**config.mk**
```make
export PLATFORM = sky130hd
export DESIGN_NAME = rdma_wr_demux
export DESIGN_NICKNAME = d
export VERILOG_FILES = /design/src/rtl/rdma_wr_demux.sv
export SDC_FILE = /design/constraint.sdc
export NUM_CORES = 1
export LEC_CHECK = 0
export CORE_AREA = 2 2 558 560
export CTS_BUF_LIST = sky130_fd_sc_hd__clkbuf_4
export CTS_CLUSTER_DIAMETER = 100
export DETAILED_ROUTE_END_ITERATION = 8
export DIE_AREA = 0 0 560 562
export PLACE_DENSITY = 0.3
export SYNTH_ARGS = -nofsm -noshare
export SYNTH_HDL_FRONTEND = slang
export SYNTH_SLANG_ARGS = --single-unit
```
**constraint.sdc**
```tcl
create_clock -name aclk -period 4.9 [get_ports aclk]
set_input_delay 1.225 -clock aclk [delete_from_list [all_inputs] [get_ports aclk]]
set_output_delay 1.225 -clock aclk [all_outputs]
set_load 0.02 [all_outputs]
```
**src/rtl/rdma_wr_demux.sv**
```systemverilog
// rdma_wr_demux: routes RDMA write commands and their payload stream from one
// network port to one of N_CHAN user channels, selected by the command PID.
// Commands are queued in an in-order route FIFO. Payload framing follows that
// order. Commands with an unroutable PID are consumed and their payload is
// discarded.
//
// Optional feature: define RDMA_DEMUX_LEN_CHECK_EN to enable the payload byte
// counter. It compares received bytes against the command length and counts
// mismatches in len_err_cnt. When the macro is undefined, len_err_cnt is tied
// to 0.
//
// Ports:
//   aclk, areset                  clock, synchronous active-high reset
//   s_req_*                       command in (valid/ready/req_t)
//   s_axis_*                      payload in (tdata/tkeep/tid/tlast/tvalid/tready)
//   m_req_valid/ready[N_CHAN]     per-channel command handshake, shared m_req_data
//   m_axis_tvalid/tready[N_CHAN]  per-channel payload handshake, shared data/keep/id/last
//   drop_cnt                      saturating count of dropped commands
//   len_err_cnt                   saturating count of payload/length mismatches

package rdma_wr_demux_pkg;
  localparam int unsigned AXI_NET_BITS = 512;
  localparam int unsigned PID_BITS     = 6;
  localparam int unsigned VADDR_BITS   = 48;
  localparam int unsigned LEN_BITS     = 32;

  typedef struct packed {
    logic [PID_BITS-1:0]   pid;
    logic [VADDR_BITS-1:0] vaddr;
    logic [LEN_BITS-1:0]   len;
  } req_t;
endpackage

module rdma_wr_demux
  import rdma_wr_demux_pkg::*;
#(
  parameter int unsigned N_CHAN    = 2,
  parameter int unsigned REQ_DEPTH = 16,
  parameter int unsigned DATA_BITS = AXI_NET_BITS
) (
  input  logic                   aclk,
  input  logic                   areset,

  input  logic                   s_req_valid,
  output logic                   s_req_ready,
  input  req_t                   s_req_data,

  input  logic [DATA_BITS-1:0]   s_axis_tdata,
  input  logic [DATA_BITS/8-1:0] s_axis_tkeep,
  input  logic [PID_BITS-1:0]    s_axis_tid,
  input  logic                   s_axis_tlast,
  input  logic                   s_axis_tvalid,
  output logic                   s_axis_tready,

  output logic [N_CHAN-1:0]      m_req_valid,
  input  logic [N_CHAN-1:0]      m_req_ready,
  output req_t                   m_req_data,

  output logic [N_CHAN-1:0]      m_axis_tvalid,
  input  logic [N_CHAN-1:0]      m_axis_tready,
  output logic [DATA_BITS-1:0]   m_axis_tdata,
  output logic [DATA_BITS/8-1:0] m_axis_tkeep,
  output logic [PID_BITS-1:0]    m_axis_tid,
  output logic                   m_axis_tlast,

  output logic [31:0]            drop_cnt,
  output logic [31:0]            len_err_cnt
);

  localparam int unsigned CH_W   = (N_CHAN > 1) ? $clog2(N_CHAN) : 1;
  localparam int unsigned PTR_W  = $clog2(REQ_DEPTH);
  localparam int unsigned CNT_W  = PTR_W + 1;

  typedef struct packed {
    logic [CH_W-1:0]     ch;
    logic                drop;
`ifdef RDMA_DEMUX_LEN_CHECK_EN
    logic [LEN_BITS-1:0] len;
`endif
  } route_t;

  route_t             mem [REQ_DEPTH];
  logic [PTR_W-1:0]   wr_ptr;
  logic [PTR_W-1:0]   rd_ptr;
  logic [CNT_W-1:0]   fifo_cnt;
  logic               fifo_full;
  logic               fifo_empty;

  logic               req_drop;
  logic [CH_W-1:0]    req_ch;
  logic               push;
  logic               pop;
  logic               beat_hs;
  route_t             head;
  route_t             entry;

  assign fifo_full  = (fifo_cnt == CNT_W'(REQ_DEPTH));
  assign fifo_empty = (fifo_cnt == '0);

  // Any PID outside the channel range is unroutable.
  assign req_drop = (32'(s_req_data.pid) >= N_CHAN);
  assign req_ch   = CH_W'(s_req_data.pid);

  // Command path: combinational decode to the selected channel.
  always_comb begin
    s_req_ready = 1'b0;
    m_req_valid = '0;
    if (!areset && !fifo_full) begin
      if (req_drop) begin
        s_req_ready = 1'b1;
      end else begin
        s_req_ready         = m_req_ready[req_ch];
        m_req_valid[req_ch] = s_req_valid;
      end
    end
  end

  assign m_req_data = s_req_data;
  assign push       = s_req_valid && s_req_ready;

  always_comb begin
    entry      = '0;
    entry.ch   = req_ch;
    entry.drop = req_drop;
`ifdef RDMA_DEMUX_LEN_CHECK_EN
    entry.len  = s_req_data.len;
`endif
  end

  assign head = mem[rd_ptr];

  // Payload path: steered by the route FIFO head; stalls while empty.
  always_comb begin
    s_axis_tready = 1'b0;
    m_axis_tvalid = '0;
    if (!areset && !fifo_empty) begin
      if (head.drop) begin
        s_axis_tready = 1'b1;
      end else begin
        s_axis_tready          = m_axis_tready[head.ch];
        m_axis_tvalid[head.ch] = s_axis_tvalid;
      end
    end
  end

  assign m_axis_tdata = s_axis_tdata;
  assign m_axis_tkeep = s_axis_tkeep;
  assign m_axis_tid   = s_axis_tid;
  assign m_axis_tlast = s_axis_tlast;

  assign beat_hs = s_axis_tvalid && s_axis_tready;
  assign pop     = beat_hs && s_axis_tlast;

  // Route FIFO storage; write enable is already gated by reset via s_req_ready.
  always_ff @(posedge aclk) begin
    if (push) begin
      mem[wr_ptr] <= entry;
    end
  end

  // Route FIFO pointers/occupancy and drop counter.
  always_ff @(posedge aclk) begin
    if (areset) begin
      wr_ptr   <= '0;
      rd_ptr   <= '0;
      fifo_cnt <= '0;
      drop_cnt <= '0;
    end else begin
      if (push) begin
        wr_ptr <= wr_ptr + PTR_W'(1);
      end
      if (pop) begin
        rd_ptr <= rd_ptr + PTR_W'(1);
      end
      if (push && !pop) begin
        fifo_cnt <= fifo_cnt + CNT_W'(1);
      end else if (pop && !push) begin
        fifo_cnt <= fifo_cnt - CNT_W'(1);
      end
      if (push && req_drop && (drop_cnt != 32'hFFFF_FFFF)) begin
        drop_cnt <= drop_cnt + 32'd1;
      end
    end
  end

`ifdef RDMA_DEMUX_LEN_CHECK_EN
  localparam int unsigned KEEP_W = DATA_BITS / 8;
  localparam int unsigned BEAT_W = $clog2(KEEP_W + 1);

  logic [BEAT_W-1:0] beat_bytes;
  logic [31:0]       byte_cnt;
  logic [32:0]       byte_sum;
  logic [31:0]       byte_total;

  // Popcount of tkeep for the current beat.
  always_comb begin
    beat_bytes = '0;
    for (int i = 0; i < KEEP_W; i++) begin
      beat_bytes = beat_bytes + BEAT_W'(s_axis_tkeep[i]);
    end
  end

  // Running total including this beat, saturating at 32 bits.
  assign byte_sum   = 33'(byte_cnt) + 33'(beat_bytes);
  assign byte_total = byte_sum[32] ? 32'hFFFF_FFFF : byte_sum[31:0];

  // Byte accumulation and length check; applies to dropped packets as well.
  always_ff @(posedge aclk) begin
    if (areset) begin
      byte_cnt    <= '0;
      len_err_cnt <= '0;
    end else if (beat_hs) begin
      if (s_axis_tlast) begin
        byte_cnt <= '0;
        if ((byte_total != head.len) && (len_err_cnt != 32'hFFFF_FFFF)) begin
          len_err_cnt <= len_err_cnt + 32'd1;
        end
      end else begin
        byte_cnt <= byte_total;
      end
    end
  end
`else
  assign len_err_cnt = '0;
`endif

endmodule

```
==> reports/qor.txt <==
clock transition at the registers of the reported paths - 0.16 ns
Clock Skews - 0.0487 ns
FFs w/ async S/R, synth - 0%
number of unique standard cell types used by synthesis - 52
Worst Hold Depth - 2
overall power consumption - 1.58 mW
Vias - 4984
number of nets in the finished design - 1187
total iterations of the first detailed-routing run - 6
path category of the worst min-delay check - reg -> reg
buffers plus inverters on the worst setup path - 4
Crit Path Max Fanout - 5
RSZ-0062 raised after global routing - false
post-detailed-route via-to-cell ratio - 1.08
normalized max-slew margin - 30.9%
clock tree from TritonCTS - built
synthesized cell area - 9320 um^2
total of warnings raised by yosys - 0
drt initial violations - 195
number of antenna violations at the first check in global routing - 14
Clk Latency, worst-skew pair - 0.59 ns
sequential share of power - 47.4%
count of final hold-check violations - 0
number of enable flip-flop cells after synthesis - 32
width of the die - 560 um
total of buffers placed on input and output ports - 59
number of placed instances with taps included - 4607
worst-case vdd ir drop - 0.0000847 V
switching part of the total - 35.2%
internal cell power - 1.02 mW
H-tree levels - 3
slowest cell on the critical path - sky130_fd_sc_hd__a211oi_1
DRC errors left - 0
required time of the critical path - 3.67 ns
DIE AREA - 315000 um^2
Cell Pwr Density - 155 nW/um^2
cell count after synthesis - 1099
Setup TNS Final - 0 ns
Final ANT Viol Nets - 0
TritonCTS sink count - 81
Slew Viols, Final - 0
Top FF cell, synth - sky130_fd_sc_hd__dfxtp_1
crit-path max cell delay - 0.85 ns
Detail Placement HPWL - 141000 um
number of cells on the critical path - 7
CTS root buffer - sky130_fd_sc_hd__clkbuf_4
routed length per instance - 32.0 um
total number of placement rows - 204
Clk network pwr share - 31.4%
Max Clk Rate - 0.215 GHz
delay-heaviest family, CP - buffers and inverters
Critical Setup Path Class - in -> out
pin count of the biggest net entering global routing - 32
total track usage - 9.01%
wire length of the first global-routing pass - 160000 um
reported leakage power - 1.79 nW
crit-path cells - clkdlybuf4s50_1 > buf_12 > nor2b_1 > a2111oi_2 > buf_4 > a211oi_1 > buf_4
mean post-synth cell area - 8.48 um^2
number of global-route vias before repair - 5032
total congestion overflow after global routing - 0
layout cell share with drive strength beyond 1 - 14.3%
critical path's most frequent cell - sky130_fd_sc_hd__buf_4
cell count of the worst reg-to-reg path - 14
startpoint type of the worst setup path - input port
growth of design area from synthesis to finish - 9.57%
worst-margin pin slew - 1.03 ns
kind of end point of the critical path - primary output
Min Clock Period, post-route - 4.66 ns
Logic pwr share - 21.3%
cts bufs inserted - 9
initial standard-cell utilization of the core - 3.02%
non-filler instance count after layout - 4627
register area share after synthesis - 20.8%
Top-Level Pins - 1416
synthesized flop and latch total - 81
final RePlAce weighted congestion - 0.722
final setup violating endpoints - 0
area of the placeable core - 308000 um^2
largest buffer count on any clock path - 2
hold buffer count at cts - 0
fin crit share - 95.1%
DIE HEIGHT - 562 um
status - finished, final reports clean
net load switching power - 0.556 mW
Max Cap Viol - 0
total routed wirelength - 148000 um
Crit path arrival time - 3.43 ns
## what timing repair did
| item | CTS | global route |
|---|---|---|
| setup endpoints to repair | 2 | 0 |
| resized for setup | 1 | 0 |
| setup buffers | 1 | 0 |
## cell families (layout without fill, tap and decap cells)
family | count (synthesis) | count (layout) | share of synthesized area, %
xor+xnor | 7 | 7 | 0.658
mux | 20 | 20 | 3.41
other cells | 1 | 35 | 0.0402
buf+inv | 739 | 113 | 58.0
fa+ha+maj | 11 | 11 | 1.56
compound gates | 89 | 89 | 6.47
flops | 81 | 81 | 20.8
simple gates | 151 | 151 | 8.99
## placed cells by master (no fill, tap or decap), types with 7 or more instances in the layout
cell type                         count
sky130_fd_sc_hd__clkdlybuf4s50_1     53
sky130_fd_sc_hd__dfxtp_1             48
sky130_fd_sc_hd__nor2_1              35
sky130_fd_sc_hd__conb_1              32
sky130_fd_sc_hd__edfxtp_1            32
sky130_fd_sc_hd__a21oi_1             30
sky130_fd_sc_hd__buf_4               26
sky130_fd_sc_hd__nand2_1             24
sky130_fd_sc_hd__or4_1               17
sky130_fd_sc_hd__inv_1               13
sky130_fd_sc_hd__o31ai_1             13
sky130_fd_sc_hd__nand3_1             12
sky130_fd_sc_hd__o21ai_0             10
sky130_fd_sc_hd__ha_1                10
sky130_fd_sc_hd__mux4_2               9
sky130_fd_sc_hd__o311ai_0             9
sky130_fd_sc_hd__o41ai_1              9
sky130_fd_sc_hd__clkbuf_4             9
sky130_fd_sc_hd__nor3_1               8
sky130_fd_sc_hd__mux2i_1              7
sky130_fd_sc_hd__nor4_1               7
## worst register-to-register path, cell delays in order (launching register included)
cell                      delay (ns)
sky130_fd_sc_hd__dfxtp_1        0.60
sky130_fd_sc_hd__mux4_2         0.55
sky130_fd_sc_hd__mux2i_1        0.30
sky130_fd_sc_hd__mux2i_1        0.19
sky130_fd_sc_hd__or2_2          0.38
sky130_fd_sc_hd__o21ai_0        0.23
sky130_fd_sc_hd__ha_1           0.21
sky130_fd_sc_hd__inv_1          0.06
sky130_fd_sc_hd__buf_4          0.14
sky130_fd_sc_hd__fa_1           0.39
sky130_fd_sc_hd__a21o_1         0.17
sky130_fd_sc_hd__a21oi_1        0.18
sky130_fd_sc_hd__xnor2_1        0.09
sky130_fd_sc_hd__or3_1          0.32
sky130_fd_sc_hd__a21oi_1        0.14
## path summary, 6_finish.rpt
path | from | to | slack [ns]
setup reg to reg | flip-flop | fifo_cnt[4] | 0.85
setup / recovery | s_req_data[80] | s_req_ready | 0.24
hold reg to reg | drop_cnt[18] | drop_cnt[18] | 0.51
hold / removal | drop_cnt[18] | drop_cnt[18] | 0.51
## cells in the mapped netlist, drive strengths merged (6+ instances only)
master  count  share of area (%)
or4        17                1.4
nor2       35                1.4
edfxtp     32                 10
a21oi      30                1.6
nor4        8               0.54
o31ai      13                1.0
mux2i       7               0.75
nor3        8               0.43
mux4        9                2.2
clkbuf     19               0.78
nand4       7               0.54
o311ai      9               0.85
nor2b       6               0.40
o21ai      10               0.54
nand2      24               0.97
inv        13               0.52
ha         10                1.3
dfxtp      49                 11
o41ai       9               0.85
nand3      12               0.64
buf       707                 57
## area by class of cell
type | instances | area (um^2)
antenna | 3 | 7.51
clock inverter | 7 | 82.6
timing repair buffer | 84 | 811
fill | 36855 | 298000
multi-input combinational | 310 | 2100
clock buffer | 9 | 67.6
sequential | 81 | 1940
tap | 4120 | 5150
inverter | 13 | 48.8
## power by group through the flow
stage          sequential [mW]  clock (mW)  combinational (mW)
2_1_floorplan            0.751           0                1.00
3_3_place_gp             0.763           0               0.355
3_5_place_dp             0.763           0               0.348
4_1_cts                  0.750       0.546               0.350
5_1_grt                  0.754       0.554               0.371
6_report                 0.748       0.496               0.336
## sequential cells by signal (all words and copies together), names as in the netlist, named ones only
| name | count |
|---|---|
| mem | 32 |
| rd_ptr | 4 |
| wr_ptr | 4 |
| drop_cnt | 32 |
| fifo_cnt | 5 |
## per-stage QoR
stage	util [%]	cell area, um^2	hold WS [ns]	setup WS, ns
3_3_place_gp	3.26	10000	0.482	0.114
6_report	3.31	10200	0.509	0.242
2_1_floorplan	-	9440	0.497	0.626
4_1_cts	3.31	10200	0.510	0.108
3_5_place_dp	3.26	10000	0.489	0.133
5_1_grt	3.31	10200	0.529	0.0580
## metal layers
layer / wire length, um / GRT usage (%) / up-vias
met5: 264 / 0.572 / -
met1: 12700 / 2.16 / 1878
met4: 7770 / 4.30 / 12
met2: 59800 / 12.9 / 1072
met3: 67500 / 19.2 / 318
li1: - / - / 1704
Note: power is estimated with default switching activity, not from simulation.
